==> src/rtl/gshare_bp_pkg.sv <==
// Shared types and helpers for the gshare branch predictor.
// Latency: none. These are pure types and functions.
// Backpressure: not applicable.
//
// Contents:
//   bp_state_e     predictor FSM state (sweep init / normal operation)
//   pht_op_e       operation applied by the PHT write port
//   bp_wnt         weakly-not-taken init value for a CNT_W-bit counter
//   sat_inc/dec    saturating counter step for a CNT_W-bit counter
//   bp_hash        gshare index: PC slice XOR zero-extended history
package gshare_bp_pkg;

  typedef enum logic {
    BP_INIT  = 1'b0,
    BP_READY = 1'b1
  } bp_state_e;

  typedef enum logic [1:0] {
    PHT_OP_INIT = 2'd0,
    PHT_OP_INC  = 2'd1,
    PHT_OP_DEC  = 2'd2
  } pht_op_e;

  // Weakly-not-taken value for the default 2-bit counter.
  localparam logic [1:0] BP_WNT_DEFAULT = 2'b01;

  // All-ones mask of n bits, clamped to the 32-bit helper width.
  function automatic logic [31:0] bp_mask(input int n);
    if (n >= 32) return '1;
    return (32'd1 << n) - 32'd1;
  endfunction

  // Weakly-not-taken: MSB clear, every lower bit set.
  function automatic logic [31:0] bp_wnt(input int cnt_w);
    return (32'd1 << (cnt_w - 1)) - 32'd1;
  endfunction

  function automatic logic [31:0] sat_inc(input logic [31:0] v, input int cnt_w);
    if (v >= bp_mask(cnt_w)) return bp_mask(cnt_w);
    return v + 32'd1;
  endfunction

  function automatic logic [31:0] sat_dec(input logic [31:0] v, input int cnt_w);
    if (v == 32'd0) return 32'd0;
    return v - 32'd1;
  endfunction

  // idx = pc[pc_lsb +: idx_w] ^ zero_extend(ghr[ghr_w-1:0]).
  function automatic logic [31:0] bp_hash(input logic [63:0] pc, input logic [31:0] ghr,
                                          input int pc_lsb, input int idx_w, input int ghr_w);
    return (32'(pc >> pc_lsb) & bp_mask(idx_w)) ^ (ghr & bp_mask(ghr_w));
  endfunction

endpackage

==> src/rtl/bp_pht.sv <==
// Pattern history table: 2**IDX_W saturating counters with one read and one RMW write port.
// Latency: read data is the current array contents; the parent registers it at the edge.
// Backpressure: none; a write is applied at every clock edge where wr_en is high.
//
// Ports:
//   clk      clock
//   rd_idx   lookup index
//   rd_dir   direction bit (counter MSB) of PHT[rd_idx] before this cycle's write
//   wr_en    apply wr_op to PHT[wr_idx] at the end of this cycle
//   wr_op    PHT_OP_INIT (load weakly-not-taken), PHT_OP_INC, PHT_OP_DEC (saturating)
//   wr_idx   write index
module bp_pht
  import gshare_bp_pkg::*;
#(
  parameter int IDX_W = 8,
  parameter int CNT_W = 2
) (
  input  logic             clk,
  input  logic [IDX_W-1:0] rd_idx,
  output logic             rd_dir,
  input  logic             wr_en,
  input  pht_op_e          wr_op,
  input  logic [IDX_W-1:0] wr_idx
);

  localparam int DEPTH = 2 ** IDX_W;

  // No reset on the array: the parent's init sweep loads every entry.
  logic [CNT_W-1:0] mem [DEPTH];

  // The parent samples rd_dir into its output registers at the same edge that
  // commits any write, so a same-cycle lookup always observes the old counter.
  assign rd_dir = mem[rd_idx][CNT_W-1];

  always_ff @(posedge clk) begin
    if (wr_en) begin
      case (wr_op)
        PHT_OP_INIT: mem[wr_idx] <= CNT_W'(bp_wnt(CNT_W));
        PHT_OP_INC:  mem[wr_idx] <= CNT_W'(sat_inc(32'(mem[wr_idx]), CNT_W));
        PHT_OP_DEC:  mem[wr_idx] <= CNT_W'(sat_dec(32'(mem[wr_idx]), CNT_W));
        default:     mem[wr_idx] <= mem[wr_idx];
      endcase
    end
  end

endmodule

==> src/rtl/gshare_bp_param.sv <==
// Parametrised gshare conditional-branch predictor with speculative global history.
// Latency: prediction 1 cycle after accept; PHT init sweep takes 2**IDX_W cycles after reset.
// Backpressure: pred_ready low during init sweep and in any cycle carrying a mispredict update.
//
// Optional feature macro: BP_STATS_EN adds stat_lookups / stat_mispred counters and ports.
//
// Ports:
//   clk, rst_n                      clock; synchronous active-low reset
//   pred_req/pred_pc/pred_uncond    lookup request (accepted when pred_req && pred_ready)
//   pred_ready                      lookup can be accepted this cycle
//   pred_valid/pred_taken/pred_ghr  registered result and history snapshot for the branch
//   upd_valid/upd_pc/upd_ghr        resolved conditional branch with its snapshot
//   upd_taken/upd_mispred           actual outcome; wrong-prediction flag
//   stat_lookups/stat_mispred       (BP_STATS_EN only) saturating event counters
module gshare_bp_param
  import gshare_bp_pkg::*;
#(
  parameter int PC_W   = 32,
  parameter int PC_LSB = 2,
  parameter int IDX_W  = 8,
  parameter int GHR_W  = 8,
  parameter int CNT_W  = 2
) (
  input  logic             clk,
  input  logic             rst_n,
  input  logic             pred_req,
  input  logic [PC_W-1:0]  pred_pc,
  input  logic             pred_uncond,
  output logic             pred_ready,
  output logic             pred_valid,
  output logic             pred_taken,
  output logic [GHR_W-1:0] pred_ghr,
  input  logic             upd_valid,
  input  logic [PC_W-1:0]  upd_pc,
  input  logic [GHR_W-1:0] upd_ghr,
  input  logic             upd_taken,
  input  logic             upd_mispred
`ifdef BP_STATS_EN
  ,
  output logic [31:0]      stat_lookups,
  output logic [31:0]      stat_mispred
`endif
);

  // Elaboration-time parameter sanity.
  generate
    if (GHR_W < 1 || GHR_W > IDX_W) begin : g_bad_ghr_w
      $error("gshare_bp_param: GHR_W must be in 1..IDX_W");
    end
    if (CNT_W < 2 || CNT_W > 32) begin : g_bad_cnt_w
      $error("gshare_bp_param: CNT_W must be in 2..32");
    end
    if (PC_W > 64 || PC_LSB + IDX_W > PC_W) begin : g_bad_pc_w
      $error("gshare_bp_param: PC slice out of range");
    end
  endgenerate

  localparam logic [IDX_W-1:0] SWEEP_LAST = '1;

  bp_state_e        state;
  logic [IDX_W-1:0] sweep_idx;
  logic [GHR_W-1:0] ghr;

  logic             is_ready;
  logic             mispred_fix;
  logic             lk_acc;
  logic [IDX_W-1:0] lk_idx;
  logic [IDX_W-1:0] up_idx;
  logic             pht_rd_dir;
  logic             pht_wr_en;
  pht_op_e          pht_wr_op;
  logic [IDX_W-1:0] pht_wr_idx;
  logic [GHR_W-1:0] ghr_spec_nxt;
  logic [GHR_W-1:0] ghr_fix_nxt;

  assign is_ready    = (state == BP_READY);
  assign mispred_fix = upd_valid && upd_mispred;

  // A mispredict rewrites history this cycle, so a lookup would hash a stale GHR.
  assign pred_ready  = is_ready && !mispred_fix;
  assign lk_acc      = pred_req && pred_ready;

  assign lk_idx = IDX_W'(bp_hash(64'(pred_pc), 32'(ghr),     PC_LSB, IDX_W, GHR_W));
  assign up_idx = IDX_W'(bp_hash(64'(upd_pc),  32'(upd_ghr), PC_LSB, IDX_W, GHR_W));

  // Next history values: speculative shift of the predicted direction, or
  // recovery from the mispredicted branch's own snapshot plus its real outcome.
  generate
    if (GHR_W == 1) begin : g_ghr_one
      assign ghr_spec_nxt = pht_rd_dir;
      assign ghr_fix_nxt  = upd_taken;
    end else begin : g_ghr_shift
      assign ghr_spec_nxt = {ghr[GHR_W-2:0], pht_rd_dir};
      assign ghr_fix_nxt  = {upd_ghr[GHR_W-2:0], upd_taken};
    end
  endgenerate

  // Single PHT write port: owned by the init sweep, then by resolved updates.
  always_comb begin
    pht_wr_en  = 1'b0;
    pht_wr_op  = PHT_OP_INIT;
    pht_wr_idx = sweep_idx;
    if (rst_n) begin
      if (!is_ready) begin
        pht_wr_en = 1'b1;
      end else if (upd_valid) begin
        pht_wr_en  = 1'b1;
        pht_wr_op  = upd_taken ? PHT_OP_INC : PHT_OP_DEC;
        pht_wr_idx = up_idx;
      end
    end
  end

  bp_pht #(
    .IDX_W (IDX_W),
    .CNT_W (CNT_W)
  ) u_pht (
    .clk    (clk),
    .rd_idx (lk_idx),
    .rd_dir (pht_rd_dir),
    .wr_en  (pht_wr_en),
    .wr_op  (pht_wr_op),
    .wr_idx (pht_wr_idx)
  );

  // Control FSM, history register and registered lookup outputs.
  always_ff @(posedge clk) begin
    if (!rst_n) begin
      state      <= BP_INIT;
      sweep_idx  <= '0;
      ghr        <= '0;
      pred_valid <= 1'b0;
      pred_taken <= 1'b0;
      pred_ghr   <= '0;
    end else begin
      pred_valid <= lk_acc;
      if (lk_acc) begin
        pred_taken <= pred_uncond | pht_rd_dir;
        pred_ghr   <= ghr;
      end
      case (state)
        BP_INIT: begin
          sweep_idx <= sweep_idx + 1'b1;
          if (sweep_idx == SWEEP_LAST) begin
            state <= BP_READY;
          end
        end
        BP_READY: begin
          // Recovery wins; pred_ready is low then, so no lookup competes anyway.
          if (mispred_fix) begin
            ghr <= ghr_fix_nxt;
          end else if (lk_acc && !pred_uncond) begin
            ghr <= ghr_spec_nxt;
          end
        end
        default: state <= BP_INIT;
      endcase
    end
  end

`ifdef BP_STATS_EN
  // Event counters; they stick at all-ones rather than wrapping.
  always_ff @(posedge clk) begin
    if (!rst_n) begin
      stat_lookups <= '0;
      stat_mispred <= '0;
    end else begin
      if (lk_acc && !pred_uncond && stat_lookups != 32'hFFFF_FFFF) begin
        stat_lookups <= stat_lookups + 32'd1;
      end
      if (is_ready && mispred_fix && stat_mispred != 32'hFFFF_FFFF) begin
        stat_mispred <= stat_mispred + 32'd1;
      end
    end
  end
`endif

endmodule

==> config.mk <==
export PLATFORM = sky130hd
export DESIGN_NAME = gshare_bp_param
export DESIGN_NICKNAME = d
export VERILOG_FILES = /design/src/rtl/gshare_bp_pkg.sv /design/src/rtl/bp_pht.sv /design/src/rtl/gshare_bp_param.sv
export SDC_FILE = /design/constraint.sdc
export NUM_CORES = 1
export LEC_CHECK = 0
export ABC_AREA = 1
export CORE_AREA = 2 2 207 209
export DETAILED_ROUTE_END_ITERATION = 10
export DIE_AREA = 0 0 209 211
export PLACE_DENSITY = 0.79
export REMOVE_ABC_BUFFERS = 1
export SLEW_MARGIN = 25
export SYNTH_ARGS = -nofsm -noshare
export SYNTH_HDL_FRONTEND = slang
export SYNTH_HIERARCHICAL = 1
export SYNTH_SLANG_ARGS = --single-unit
==> constraint.sdc <==
create_clock -name clk -period 15.6 [get_ports clk]
set_clock_uncertainty 0.05 [all_clocks]
set_input_delay 3.12 -clock clk [delete_from_list [all_inputs] [get_ports clk]]
set_output_delay 3.12 -clock clk [all_outputs]
set_load 0.02 [all_outputs]
==> results.txt <==
Commonest cells post-synth - 1001 x nand2_1, 512 x edfxtp_1, 496 x nor2_1
Area of the multi-input gates - 0.00860 sq mm
Storage element area - 0.0159 sq mm
Number of global-route vias before repair - 20000
First-pass GRT wire length - 112000 um
Met2 usage - 52.1%
Drt first pass iters - 7
Routed wire per std cell - 22.9 um
Hold Buf Count CTS - 0
Overflow after GRT - 0
Crit-path max cell delay - 790 ps
Post-Synth Simple-Gate Area - 25.0%
Register area share after synthesis - 63.0%
Headroom to the max-slew limit - 27.1%
Final hold violations - 0
PwrDens - 108 mW/mm^2
Synthesized area - 0.0253 sq mm
Via count - 21000
Skew-Pair Late Insertion Delay - 610 ps
Post-layout power - 3000 uW
Antenna violations before repair - 1
FP Rows - 75
Peak VDD IR - 74.6 uV
CP dominant cell by count - nand2_1
Worst-margin pin slew - 1090 ps
Tmin final - 9940 ps
Number of diodes - 0
Final instance area - 0.0277 sq mm
Worst-case clock buffer depth - 3
Yosys cell types - 35
WS Path Type - primary input to flip-flop
Die Area - 0.0441 sq mm
Static leakage - 0.0105 uW
H-tree levels - 2
DRC viols - 0
Post-synthesis mux area share - 0%
Die Ht - 211 um
Share of cells above drive strength 1 - 5.15%
Critical path required time - 15830 ps
EDFF count, synth - 512
Synth Register Bits - 539
Num CTS Buffers - 53
Final non-filler cell total - 3278
Gate Count Post-Synth - 2735
Placed instance count - 3182
RSZ-0062 raised after global routing - no
Cell taking the most area after synthesis - edfxtp_1
Die Width - 209 um
Final nets - 2779
Buffers & Inverters on Critical Path - 8
Post-Synth Adder-Cell Area - 0.0495%
Largest net degree at the start of global routing - 257
Main synth FF type - edfxtp_1
Largest cells by area after synthesis - edfxtp_1 61%, nand2_1 15%, nor2_1 7.4%
CP max FO - 93
Vias per inst - 6.40
Max-cap violations - 0
M1 GR Usage - 43.6%
Status - completed
Setup bufs post-CTS - 0
DRT iter0 DRCs - 3069
Dpl hpwl - 39300 um
Layout overhead on the synthesized area - 9.74%
Largest family of logic cells by synthesized area - simple AND/OR/NAND/NOR gates
Tcrit/Tclk final - 63.7%
Initial Utilization - 60.5%
Compound-Gate Fraction of Synth Area - 7.84%
PortBufs - 41
Core outline area - 0.0418 sq mm
# clock sinks - 539
Hold Crit Class - flip-flop to flip-flop
Delay-heaviest family, CP - buffers and inverters
CP Launch Type - primary input
F_max - 0.101 GHz
Post-synth top area share - 60.8%
Clock transition at path regs - 60 ps
Hold slack - 412 ps
CTS tree - yes
Total wire length - 75000 um
Top-count cell post-synth - nand2_1
ANT nets after route - 0
Area after DPL - 0.0261 sq mm
Global Route met3 Usage - 8.43%
I/O pin total - 90
Root buffer cell - clkbuf_16
Critical Path AT - 10170 ps
Placer congestion estimate - 0.900
CTS-repair resized insts - 0
Syn_area_per_cell - 9.24 sq um
Fillers - 3079
CP max-delay cell - buf_4
GRT Total Usage - 33.7%
XOR/XNOR Fraction of Synth Area - 0.555%
Final setup viols - 0
Global-route layer with the greatest usage - met2
Async SR Flop Fraction - 0%
Yosys warnings - 6
Final Max Tran Viols - 0
Crit. End Element - flip-flop
==> registers in the layout, summed over array words and instances (netlist names) <==
signal,flops
ghr,8
is_ready,1
pred_ghr,8
pred_taken,1
pred_valid,1
sweep_idx,8
u_pht/mem,512
==> kinds of logic (layout without fill, tap and decap cells) <==
family | after synthesis | after routing
compound gates | 344 | 344
flops | 539 | 539
simple gates | 1617 | 1617
fa+ha+maj | 1 | 1
xor+xnor | 16 | 16
buf+inv | 218 | 222
==> layout make-up <==
| type | instances | area share (%) |
|---|---|---|
| flip-flops and latches | 539 | 57.4 |
| multi-input cells | 1978 | 31.0 |
| clock buffers | 67 | 4.97 |
| repair buffers | 79 | 2.68 |
| well taps | 539 | 2.43 |
| clock inverters | 28 | 0.844 |
| inverters | 48 | 0.672 |
==> report_power, final <==
part	switching, uW	internal, uW	total, uW
Combinational	171	55.9	227
Sequential	1.12	1560	1560
Clock	526	687	1210
Total	697	2300	3000
==> tightest hold or removal path: stages, from the launching register on <==
cell and delay, ps:
dfxtp_1 310, nand2_1 60, a21oi_1 50
==> path summary, 6_finish.rpt <==
check                           slack, ps        start              end  cells past startpoint
worst min register to register        410  pred_ghr[4]      pred_ghr[4]                      2
worst max register to register       8420     is_ready  u_pht/mem[3][0]                     21
worst min-delay path                  410  pred_ghr[4]      pred_ghr[4]                      2
worst max-delay path                 5660        rst_n  u_pht/mem[3][0]                     25
==> stage by stage <==
| stage | setup WS (ps) | utilization (%) | setup TNS (ps) |
|---|---|---|---|
| after floorplan | -7100 | - | -3341320 |
| after global placement | 5410 | 62.5 | 0 |
| after detailed placement | 5350 | 62.5 | 0 |
| after CTS | 5960 | 66.3 | 0 |
| after global routing | 5410 | 66.4 | 0 |
| final | 5660 | 66.4 | 0 |
==> cells in the final DEF, fill, tap and decap left out, types with 36 or more instances in the layout <==
| cell | instances |
|---|---|
| a22oi_1 | 58 |
| clkbuf_16 | 53 |
| clkdlybuf4s50_1 | 41 |
| edfxtp_1 | 512 |
| inv_1 | 36 |
| nand2_1 | 998 |
| nand3_1 | 64 |
| nand4_1 | 37 |
| nor2_1 | 493 |
| o21ai_0 | 164 |
| o22ai_1 | 71 |
==> per-layer routing <==
layer | wire (um) | share of wire, %
met5 | 0 | 0
met2 | 32800 | 44
met4 | 4970 | 6.6
met3 | 11500 | 15
met1 | 25700 | 34
(Power assumes the default switching activity.)
